<file path="src/rtl/slant_lane_tx.sv">
// slant_lane_tx: frames a 5-bit Y/C pixel stream into 6-bit slant link symbols for one lane
module slant_lane_tx #(
    parameter logic [23:0] FRAME1    = 24'haab155,
    parameter logic [23:0] FRAME0    = 24'haa8d55,
    parameter logic [7:0]  HSYNC     = 8'h55,
    parameter int          LINE_PIX  = 160,
    parameter int          LINES     = 240,
    parameter int          LINE_GAP  = 4,
    parameter int          FRAME_GAP = 16
) (
    input  logic       clk,
    input  logic       rstn,
    input  logic       en,
    input  logic       pix_valid,
    output logic       pix_ready,
    input  logic [4:0] pix_y,
    input  logic [4:0] pix_c,
    input  logic       pix_sof,
    output logic [5:0] tx_sym,
    output logic       tx_frame_odd,
    output logic       busy,
    output logic       underrun,
    output logic       sof_err
);
    localparam int CMAX = (FRAME_GAP > LINE_GAP) ? ((FRAME_GAP > 4) ? FRAME_GAP : 4)
                                                 : ((LINE_GAP > 4) ? LINE_GAP : 4);
    localparam int CW = $clog2(CMAX + 1);
    localparam int PW = $clog2(LINE_PIX + 1);
    localparam int LW = $clog2(LINES + 1);

    typedef enum logic [2:0] {IDLE, FHDR, LHDR, PAY, LGAP, FGAP} state_t;

    state_t        state_q;
    logic [CW-1:0] cnt_q;
    logic [PW-1:0] pix_q;
    logic [LW-1:0] line_q;
    logic          half_q;
    logic          parity_q;
    logic [4:0]    c_q;
    logic [5:0]    sym_q;
    logic          odd_q;
    logic          und_q;
    logic          sof_q;
    logic [23:0]   hdr;
    logic [5:0]    hdr_sym;

    // Header word for the current parity, sliced MSB-first by the header symbol counter
    always_comb begin
        hdr     = parity_q ? FRAME1 : FRAME0;
        hdr_sym = (cnt_q[1:0] == 2'd0) ? hdr[23:18] :
                  (cnt_q[1:0] == 2'd1) ? hdr[17:12] :
                  (cnt_q[1:0] == 2'd2) ? hdr[11:6]  : hdr[5:0];
    end

    assign pix_ready    = (state_q == PAY) && !half_q;
    assign busy         = (state_q != IDLE);
    assign tx_sym       = sym_q;
    assign tx_frame_odd = odd_q;
    assign underrun     = und_q;
    assign sof_err      = sof_q;

    // Framing FSM: every symbol is registered, so the stream lags the state by one cycle
    always_ff @(posedge clk or negedge rstn) begin
        if (!rstn) begin
            state_q  <= IDLE;
            cnt_q    <= '0;
            pix_q    <= '0;
            line_q   <= '0;
            half_q   <= 1'b0;
            parity_q <= 1'b1;
            c_q      <= '0;
            sym_q    <= '0;
            odd_q    <= 1'b0;
            und_q    <= 1'b0;
            sof_q    <= 1'b0;
        end else begin
            case (state_q)
                IDLE: begin
                    sym_q <= '0;
                    if (en) begin
                        state_q <= FHDR;
                        cnt_q   <= '0;
                        odd_q   <= parity_q;
                    end
                end
                FHDR: begin
                    sym_q <= hdr_sym;
                    cnt_q <= (cnt_q == CW'(3)) ? '0 : cnt_q + 1'b1;
                    if (cnt_q == CW'(3)) state_q <= LHDR;
                end
                LHDR: begin
                    sym_q <= HSYNC[5:0];
                    cnt_q <= (cnt_q == CW'(1)) ? '0 : cnt_q + 1'b1;
                    if (cnt_q == CW'(1)) begin
                        state_q <= PAY;
                        pix_q   <= '0;
                        half_q  <= 1'b0;
                    end
                end
                PAY: begin
                    if (!half_q) begin
                        if (pix_valid) begin
                            sym_q  <= {1'b0, pix_y};
                            c_q    <= pix_c;
                            half_q <= 1'b1;
                            if (pix_sof != (line_q == '0 && pix_q == '0)) sof_q <= 1'b1;
                        end else begin
                            sym_q <= 6'h3F;
                            und_q <= 1'b1;
                        end
                    end else begin
                        sym_q  <= {1'b1, c_q};
                        half_q <= 1'b0;
                        pix_q  <= (pix_q == PW'(LINE_PIX - 1)) ? '0 : pix_q + 1'b1;
                        if (pix_q == PW'(LINE_PIX - 1)) begin
                            state_q <= LGAP;
                            cnt_q   <= '0;
                        end
                    end
                end
                LGAP: begin
                    sym_q <= '0;
                    cnt_q <= (cnt_q == CW'(LINE_GAP - 1)) ? '0 : cnt_q + 1'b1;
                    if (cnt_q == CW'(LINE_GAP - 1)) begin
                        state_q <= (line_q == LW'(LINES - 1)) ? FGAP : LHDR;
                        line_q  <= (line_q == LW'(LINES - 1)) ? '0 : line_q + 1'b1;
                    end
                end
                FGAP: begin
                    sym_q <= '0;
                    cnt_q <= (cnt_q == CW'(FRAME_GAP - 1)) ? '0 : cnt_q + 1'b1;
                    if (cnt_q == CW'(FRAME_GAP - 1)) begin
                        parity_q <= ~parity_q;
                        state_q  <= en ? FHDR : IDLE;
                        odd_q    <= en ? ~parity_q : 1'b0;
                    end
                end
                default: state_q <= IDLE;
            endcase
        end
    end
endmodule

</file>
<file path="config.mk">
export PLATFORM = sky130hd
export DESIGN_NAME = slant_lane_tx
export DESIGN_NICKNAME = d
export VERILOG_FILES = /design/src/rtl/slant_lane_tx.sv
export SDC_FILE = /design/constraint.sdc
export NUM_CORES = 1
export LEC_CHECK = 0
export ABC_AREA = 1
export CORE_MARGIN = 3
export CORE_UTILIZATION = 49
export CTS_BUF_LIST = sky130_fd_sc_hd__clkbuf_4 sky130_fd_sc_hd__clkbuf_8 sky130_fd_sc_hd__clkbuf_16
export DETAILED_ROUTE_END_ITERATION = 8
export GPL_TIMING_DRIVEN = 0
export PLACE_DENSITY_LB_ADDON = 0.05
export SLEW_MARGIN = 10
export SYNTH_ARGS = -nofsm -noshare
export SYNTH_HDL_FRONTEND = slang
export SYNTH_SLANG_ARGS = --single-unit
</file>
<file path="constraint.sdc">
create_clock -name clk -period 1.7 [get_ports clk]
set_input_delay 0.17 -clock clk [delete_from_list [all_inputs] [get_ports clk]]
set_output_delay 0.17 -clock clk [all_outputs]
set_load 0.005 [all_outputs]
</file>
==> summary.txt, run 1 <==
cell types with the largest area share after synthesis = sky130_fd_sc_hd__dfrtp_1, sky130_fd_sc_hd__nand2_1, sky130_fd_sc_hd__inv_1
ANT cells = 0
top library cells by usage in the layout, fill and taps aside = sky130_fd_sc_hd__nand2_1, sky130_fd_sc_hd__inv_1, sky130_fd_sc_hd__dfrtp_1
total count of max-transition violations in the final report = 0
worst hold slack after final layout = 0.292 ns
Root Driver = sky130_fd_sc_hd__clkbuf_8
arrival time of the worst setup path = 1.80 ns
total I/O pin count = 26
insertion delay to the later sink of the worst-skew pair = 0.30 ns
highest ir drop seen on vdd = 597 µV
Rel. slew slack = 78.4%
leading area contributor after synthesis = sky130_fd_sc_hd__dfrtp_1
setup TNS = 0 ns
Finish-stage setup viols = 0
residual overflow from global routing = 0
Worst Skew = 0.0124 ns
layout cell share with drive strength beyond 1 = 14.3%
met1 layer usage reported by global route = 25.3%
clock tree sinks = 40
Post-synth top flop = sky130_fd_sc_hd__dfrtp_1
critical path capture point type = flip-flop
most common library cell in the layout ignoring fill and taps = sky130_fd_sc_hd__nand2_1
share of the cycle needed by the critical path after routing = 93.9%
worst min-delay path category = in -> async
count of port buffers added during placement = 25
initial detailed-routing violation count = 114
EDFF count, synth = 0
leakage = 1.53 nW
final number of hold-violating endpoints = 0
register-to-register setup slack = 0.10 ns
number of design rule violations left after detail routing = 0
via count of the routed design = 2336
final-layout fill cell count = 473
area share of the largest cell type after synthesis = 37.8%
Net count, final = 421
Detailed Routing Iterations Pass 1 = 4
antenna violations before repair = 0
Post-Syn Area = 2580 µm²
worst-case clock buffer depth = 2
Num CTS Buffers = 5
pin count of the biggest net entering global routing = 29
Total Routed Length = 5.84 mm
sequential cell area fraction in the yosys report = 38.8%
GR Layer Usage met3 = 4.93%
max capacitance violation total = 0
Clk pin slew, worst setup/hold paths = 0.08 ns
GP Congestion = 0.853
synth warn = 0
Worst Path Required = 1.91 ns
post-synthesis register bit count = 40
core region area = 4910 µm²
Worst Max-Slew Pin Slew = 0.323 ns
vias in the first global route = 2277
capture instance of the worst register-to-register path = pix_q[3]
worst-case reg-to-reg path depth = 10
run status = complete, no violations
die area = 6170 µm²
average footprint of a synthesized cell = 7.17 µm²
number of distinct standard cells referenced by the synthesized netlist = 29
WS Path Type = reg -> reg
H-tree level count = 2
floorplan row count = 25
starting density of the core = 52.5%
fraction of synthesis flops using an asynchronous set or reset pin = 100%
horizontal die dimension = 78.6 µm
clock tree from TritonCTS = done
number of nets with antenna violations after routing = 0
crit path max fanout = 5
GRT Total Usage = 20.2%
synthesized instance count = 360
Final min period = 1.60 ns
Util after Layout = 63.5%
via count normalized by instance count = 5.02
power density over the cells = 737 nW/µm²
height of the chip = 78.6 µm
wire length per cell = 12.6 µm
GRT Max-Usage Layer = met2
detailed-placement wirelength estimate = 4.37 mm
Max Fclk = 627 MHz
Post-Synthesis Net Count = 384
startpoint of the worst-slack reg-to-reg timing path = cnt_q[1]
global-route wire length before repair = 9.92 mm
layout overhead on the synthesized area = 20.9%
startpoint types = flip-flop
M2 GR Usage = 35.0%
cell type report:
type | count | area (µm²) | area share [%]
Tap cell | 67 | 83.8 | 2.69
Clock buffer | 6 | 76.3 | 2.45
Buffer | 5 | 56.3 | 1.81
Clock inverter | 2 | 35.0 | 1.12
Sequential cell | 40 | 1000 | 32.2
Inverter | 54 | 208 | 6.66
Multi-Input combinational cell | 261 | 1360 | 43.7
Timing Repair Buffer | 30 | 293 | 9.39
worst max path at each step:
| stage | from | to | cells after the start |
|---|---|---|---|
| CTS | cnt_q[1] | pix_q[5] | 12 |
| detailed placement | cnt_q[1] | pix_q[5] | 12 |
| global route | cnt_q[1] | pix_q[5] | 12 |
| finish | cnt_q[1] | pix_q[3] | 10 |
| global placement | rstn | c_q[3] | 1 |
| floorplan | cnt_q[1] | state_q[1] | 10 |
power by group:
group / switching (mW) / total [mW] / internal [mW]
clock network: 0.339 / 0.792 / 0.452
registers: 0.0726 / 1.11 / 1.03
logic: 0.213 / 0.400 / 0.188
total: 0.625 / 2.30 / 1.67
flip-flops by register name, indices dropped and copies added (netlist names):
signal,flops
line_q,8
pix_q,8
tx_sym,6
c_q,5
cnt_q,5
state_q,3
half_q,1
parity_q,1
sof_err,1
tx_frame_odd,1
underrun,1
cells by family after synthesis:
kind of cell / share of synthesized area [%]
simple gates: 35.8
buf+inv: 10.2
flops: 38.8
compound gates: 8.73
fa+ha+maj: 4.36
xor+xnor: 2.04
synth_stat cells, types with 2 or more instances:
master,n
sky130_fd_sc_hd__a21oi_1,7
sky130_fd_sc_hd__buf_6,5
sky130_fd_sc_hd__dfrtp_1,39
sky130_fd_sc_hd__ha_1,9
sky130_fd_sc_hd__inv_1,47
sky130_fd_sc_hd__inv_2,6
sky130_fd_sc_hd__nand2_1,111
sky130_fd_sc_hd__nand2_2,5
sky130_fd_sc_hd__nand3_1,31
sky130_fd_sc_hd__nand4_1,10
sky130_fd_sc_hd__nor2_1,33
sky130_fd_sc_hd__nor2_2,6
sky130_fd_sc_hd__nor2_4,4
sky130_fd_sc_hd__nor3_1,3
sky130_fd_sc_hd__nor3b_1,2
sky130_fd_sc_hd__o2111ai_1,2
sky130_fd_sc_hd__o21ai_0,15
sky130_fd_sc_hd__o21ai_1,10
sky130_fd_sc_hd__xor2_1,5
stage by stage:
stage	power [mW]	cells	setup slack, ns	cell area, µm²
2_1_floorplan	1.36	360	0.243	2580
3_3_place_gp	1.51	452	-0.632	2910
3_5_place_dp	1.52	453	0.0439	2930
4_1_cts	2.32	462	0.0362	3060
5_1_grt	2.43	465	-0.00970	3120
6_report	2.30	465	0.104	3120
worst max-delay path: stages (launching register included):
cell and delay [ns]:
sky130_fd_sc_hd__dfrtp_2 0.44, sky130_fd_sc_hd__inv_2 0.09, sky130_fd_sc_hd__ha_4 0.13, sky130_fd_sc_hd__inv_2 0.04
sky130_fd_sc_hd__nor2_2 0.09, sky130_fd_sc_hd__nand2_1 0.10, sky130_fd_sc_hd__nand2_2 0.11, sky130_fd_sc_hd__nand2_2 0.07
sky130_fd_sc_hd__nor2_4 0.14, sky130_fd_sc_hd__inv_1 0.10, sky130_fd_sc_hd__o21ai_0 0.20
metal layers:
layer  up-vias  share of wire [%]
li1       1214                  -
met3         2                2.8
met5         -                  0
met1      1081                 48
met2        39                 49
met4         0               0.48
repair_timing:
item | CTS | global route
hold buffers | 1 | 0
setup buffers | 0 | 2
gates cloned | 0 | 1
pin swaps | 1 | 5
resized for setup | 5 | 13
setup endpoints to repair | 2 | 15
endpoints found under the hold margin | 12 | 0
Power figures use the tool's default switching activity.
==> run 2, diff against run 1 <==
--- a/config.mk
+++ b/config.mk
@@ -9,10 +9,10 @@
 export CORE_MARGIN = 3
 export CORE_UTILIZATION = 49
 export CTS_BUF_LIST = sky130_fd_sc_hd__clkbuf_4 sky130_fd_sc_hd__clkbuf_8 sky130_fd_sc_hd__clkbuf_16
+export CTS_CLUSTER_SIZE = 28
 export DETAILED_ROUTE_END_ITERATION = 8
 export GPL_TIMING_DRIVEN = 0
 export PLACE_DENSITY_LB_ADDON = 0.05
-export SLEW_MARGIN = 10
 export SYNTH_ARGS = -nofsm -noshare
 export SYNTH_HDL_FRONTEND = slang
 export SYNTH_SLANG_ARGS = --single-unit
==> results of run 2 <==
Same layout as run 1: the final DEF is identical, and so are final timing and power.
==> run 3, diff against run 2 <==
==> constraint.sdc (replaced) <==
create_clock -name clk -period 1.6 [get_ports clk]
set_input_delay 0.16 -clock clk [delete_from_list [all_inputs] [get_ports clk]]
set_output_delay 0.16 -clock clk [all_outputs]
set_load 0.005 [all_outputs]
==> run 3 against run 2 <==
Net effect:
- largest power group unchanged
- flip-flop and latch count unchanged
- hold slack worse by 0.013 ns
- critical endpoint is now state_q[1]
- via count up 1.1%
- final cell count up 1.3%
==> summary.txt, run 3 (synthesis gave the netlist of run 1 again) <==
run status = complete, no violations
number of design rule violations left after detail routing = 0 (unchanged)
clock tree sinks = 40 (unchanged)
kind of cell adding the most delay to the critical path = simple AND/OR/NAND/NOR gates
Num CTS Buffers = 5 (unchanged)
initial detailed-routing violation count = 108 (-5.3%)
final worst slack = 0.0583 ns (-0.0462 ns)
startpoint types = flip-flop
critical path capture point type = flip-flop
total I/O pin count = 26 (unchanged)
WS Path Type = reg -> reg
area taken by flip-flops and latches = 1010 µm² (+0.12%)
final-layout fill cell count = 446 (-5.7%)
pin count of the biggest net entering global routing = 29 (unchanged)
most common library cell in the layout ignoring fill and taps = sky130_fd_sc_hd__nand2_1
most frequent CP cell = sky130_fd_sc_hd__nand2_2
core region area = 4910 µm² (unchanged)
unrepaired setup endpoints after global routing = true
Root Driver = sky130_fd_sc_hd__clkbuf_8
worst hold slack after final layout = 0.278 ns (-0.0132 ns)
starting density of the core = 52.5% (unchanged)
clock tree from TritonCTS = done
ANT cells = 0 (unchanged)
GRT Max-Usage Layer = met2
number of nets with antenna violations after routing = 0 (unchanged)
count of placed standard cells in the final layout, fillers left out = 471 (+1.3%)
detailed-placement wirelength estimate = 4.37 mm (unchanged)
Worst Max-Slew Pin Slew = 0.334 ns (+0.0106 ns)
crit path max fanout = 5 (unchanged)
insertion delay to the later sink of the worst-skew pair = 0.30 ns (about the same)
Post-Place Worst Slack = -0.0561 ns (-0.100 ns)
horizontal die dimension = 78.6 µm (unchanged)
Final min period = 1.54 ns (-0.0538 ns)
worst-case clock buffer depth = 2 (unchanged)
number of placed cells counting well taps = 453 (unchanged)
crit path max-delay cell type = sky130_fd_sc_hd__dfrtp_2
cell chain of the critical path = inv_2 > ha_4 > inv_4 > nor2_4 > nand2_2 > nand2_2 > nand2_2 > nor2_4 > nand2_2 > nand2_1 > nand2_1
Clk pin slew, worst setup/hold paths = 0.08 ns (about the same)
Detailed Routing Iterations Pass 1 = 4 (unchanged)
total count of max-transition violations in the final report = 0 (unchanged)
placement-stage cell area = 2930 µm² (unchanged)
Rel. slew slack = 77.7% (-0.76 points)
fraction of power spent switching nets = 27.4% (+0.23 points)
highest ir drop seen on vdd = 634 µV (+6.3%)
net load switching power = 0.681 mW (+9.0%)
GR Layer Usage met3 = 4.93% (unchanged)
Total Routed Length = 5.98 mm (+2.3%)
global-route wire length before repair = 10.1 mm (+1.9%)
via count of the routed design = 2362 (+1.1%)
fraction of power consumed by combinational cells = 18.9% (+1.5 points)
power density over the cells = 778 nW/µm² (+5.6%)
Worst Skew = 0.0120 ns (-0.000426 ns)
layout cell share with drive strength beyond 1 = 16.6% (+2.3 points)
height of the chip = 78.6 µm (unchanged)
met1 layer usage reported by global route = 25.9% (+0.58 points)
floorplan row count = 25 (unchanged)
leakage = 1.56 nW (+1.9%)
layout overhead on the synthesized area = 23.8%
top library cells by usage in the layout, fill and taps aside = sky130_fd_sc_hd__nand2_1, sky130_fd_sc_hd__inv_1, sky130_fd_sc_hd__dfrtp_1
count of port buffers added during placement = 25 (unchanged)
H-tree level count = 2 (unchanged)
worst min-delay path category = in -> async
M2 GR Usage = 35.5% (+0.51 points)
GP Congestion = 0.853 (unchanged)
antenna violations before repair = 0 (unchanged)
wire length per cell = 12.7 µm (+0.97%)
via count normalized by instance count = 5.01 (-0.18%)
part of the total power dissipated in sequential elements = 47.1% (-1.0 points)
Worst Path Required = 1.78 ns (-0.13 ns)
Buffers & Inverters on Critical Path = 2 (-1)
final number of hold-violating endpoints = 0 (unchanged)
arrival time of the worst setup path = 1.72 ns (-0.08 ns)
residual overflow from global routing = 0 (unchanged)
multi-input gate area in the final layout = 1380 µm² (+1.7%)
die area = 6170 µm² (unchanged)
Clk pwr share = 33.9% (-0.6 points)
Max Fclk = 649 MHz (+3.5%)
share of the cycle needed by the critical path after routing = 96.4% (+2.5 points)
Finish-stage setup viols = 0 (unchanged)
delay contributed by the slowest stage of the critical path = 0.45 ns (about the same)
GRT Total Usage = 20.5% (+0.34 points)
Net count, final = 427 (+1.4%)
Int Pwr = 1.80 mW (+7.8%)
max capacitance violation total = 0 (unchanged)
vias in the first global route = 2314 (+1.6%)
area of all placed cells without fillers = 3190 µm² (+2.4%)
[run 3: changes by cell type in the layout (fill, tap and decap cells not counted), moves of 2 or more]
cell                      previous run  this run
sky130_fd_sc_hd__inv_4               0         2
sky130_fd_sc_hd__nand2_1           107       105
sky130_fd_sc_hd__inv_2               9         7
sky130_fd_sc_hd__buf_4               2         9
sky130_fd_sc_hd__nor2_4              6         8
[run 3: per-stage QoR]
step / total power, mW / utilization (%) / TNS [ns]
floorplan: 1.45 / - / 0
detailed placement: 1.62 / 59.6 / -0.173
finish: 2.48 / 65.0 / 0
global route: 2.62 / 65.0 / -0.107
CTS: 2.47 / 62.8 / 0
global placement: 1.60 / 59.3 / -28.38
[run 3: power groups by stage]
stage / clock network (mW) / registers [mW] / logic [mW]
after floorplan: 0 / 1.18 / 0.270
after detailed placement: 0 / 1.19 / 0.426
after global placement: 0 / 1.19 / 0.410
after CTS: 0.861 / 1.17 / 0.435
after global routing: 0.911 / 1.18 / 0.532
final: 0.843 / 1.17 / 0.471
[run 3: area by class of cell]
class / count / area share (%)
Buffer: 5 / 1.76
Clock buffer: 6 / 2.39
Clock inverter: 2 / 1.10
Inverter: 54 / 6.66
Multi-Input combinational cell: 261 / 43.3
Sequential cell: 40 / 31.5
Tap cell: 67 / 2.62
Timing Repair Buffer: 36 / 10.7
[run 3: what timing repair did]
item,4_1_cts,5_1_grt
resized for setup,13,16
buffers inserted,1,7
hold endpoints to repair,12,0
setup endpoints to repair,15,24
gates cloned,1,0
pin swaps,3,8
hold buffers,1,0
[run 3: worst reg2reg max path: cells and delay by family (launching register included)]
| family | cells | cell delay [ns] |
|---|---|---|
| buffers and inverters | 2 | 0.14 |
| adder cells (fa/ha/maj) | 1 | 0.15 |
| AND/OR/NAND/NOR | 8 | 0.72 |
| flip-flops | 1 | 0.45 |
[run 3: path summary, 6_finish.rpt]
check                           slack (ns)     start         end  depth (start not counted)
worst max-delay path                  0.06  cnt_q[1]  state_q[1]                         11
worst min-delay path                  0.28      rstn   line_q[0]                          2
worst max register to register        0.06  cnt_q[1]  state_q[1]                         11
worst min register to register        0.48    c_q[2]      c_q[2]                          2
max in group asynchronous             0.80      rstn    parity_q                          3
min in group clk                      0.39  pix_c[3]      c_q[3]                          3
[run 3: metal layers]
layer	vias to the layer above	part of all wire, %
li1	1224	-
met5	-	0
met4	0	0.50
met1	1093	47
met3	2	2.9
met2	43	50
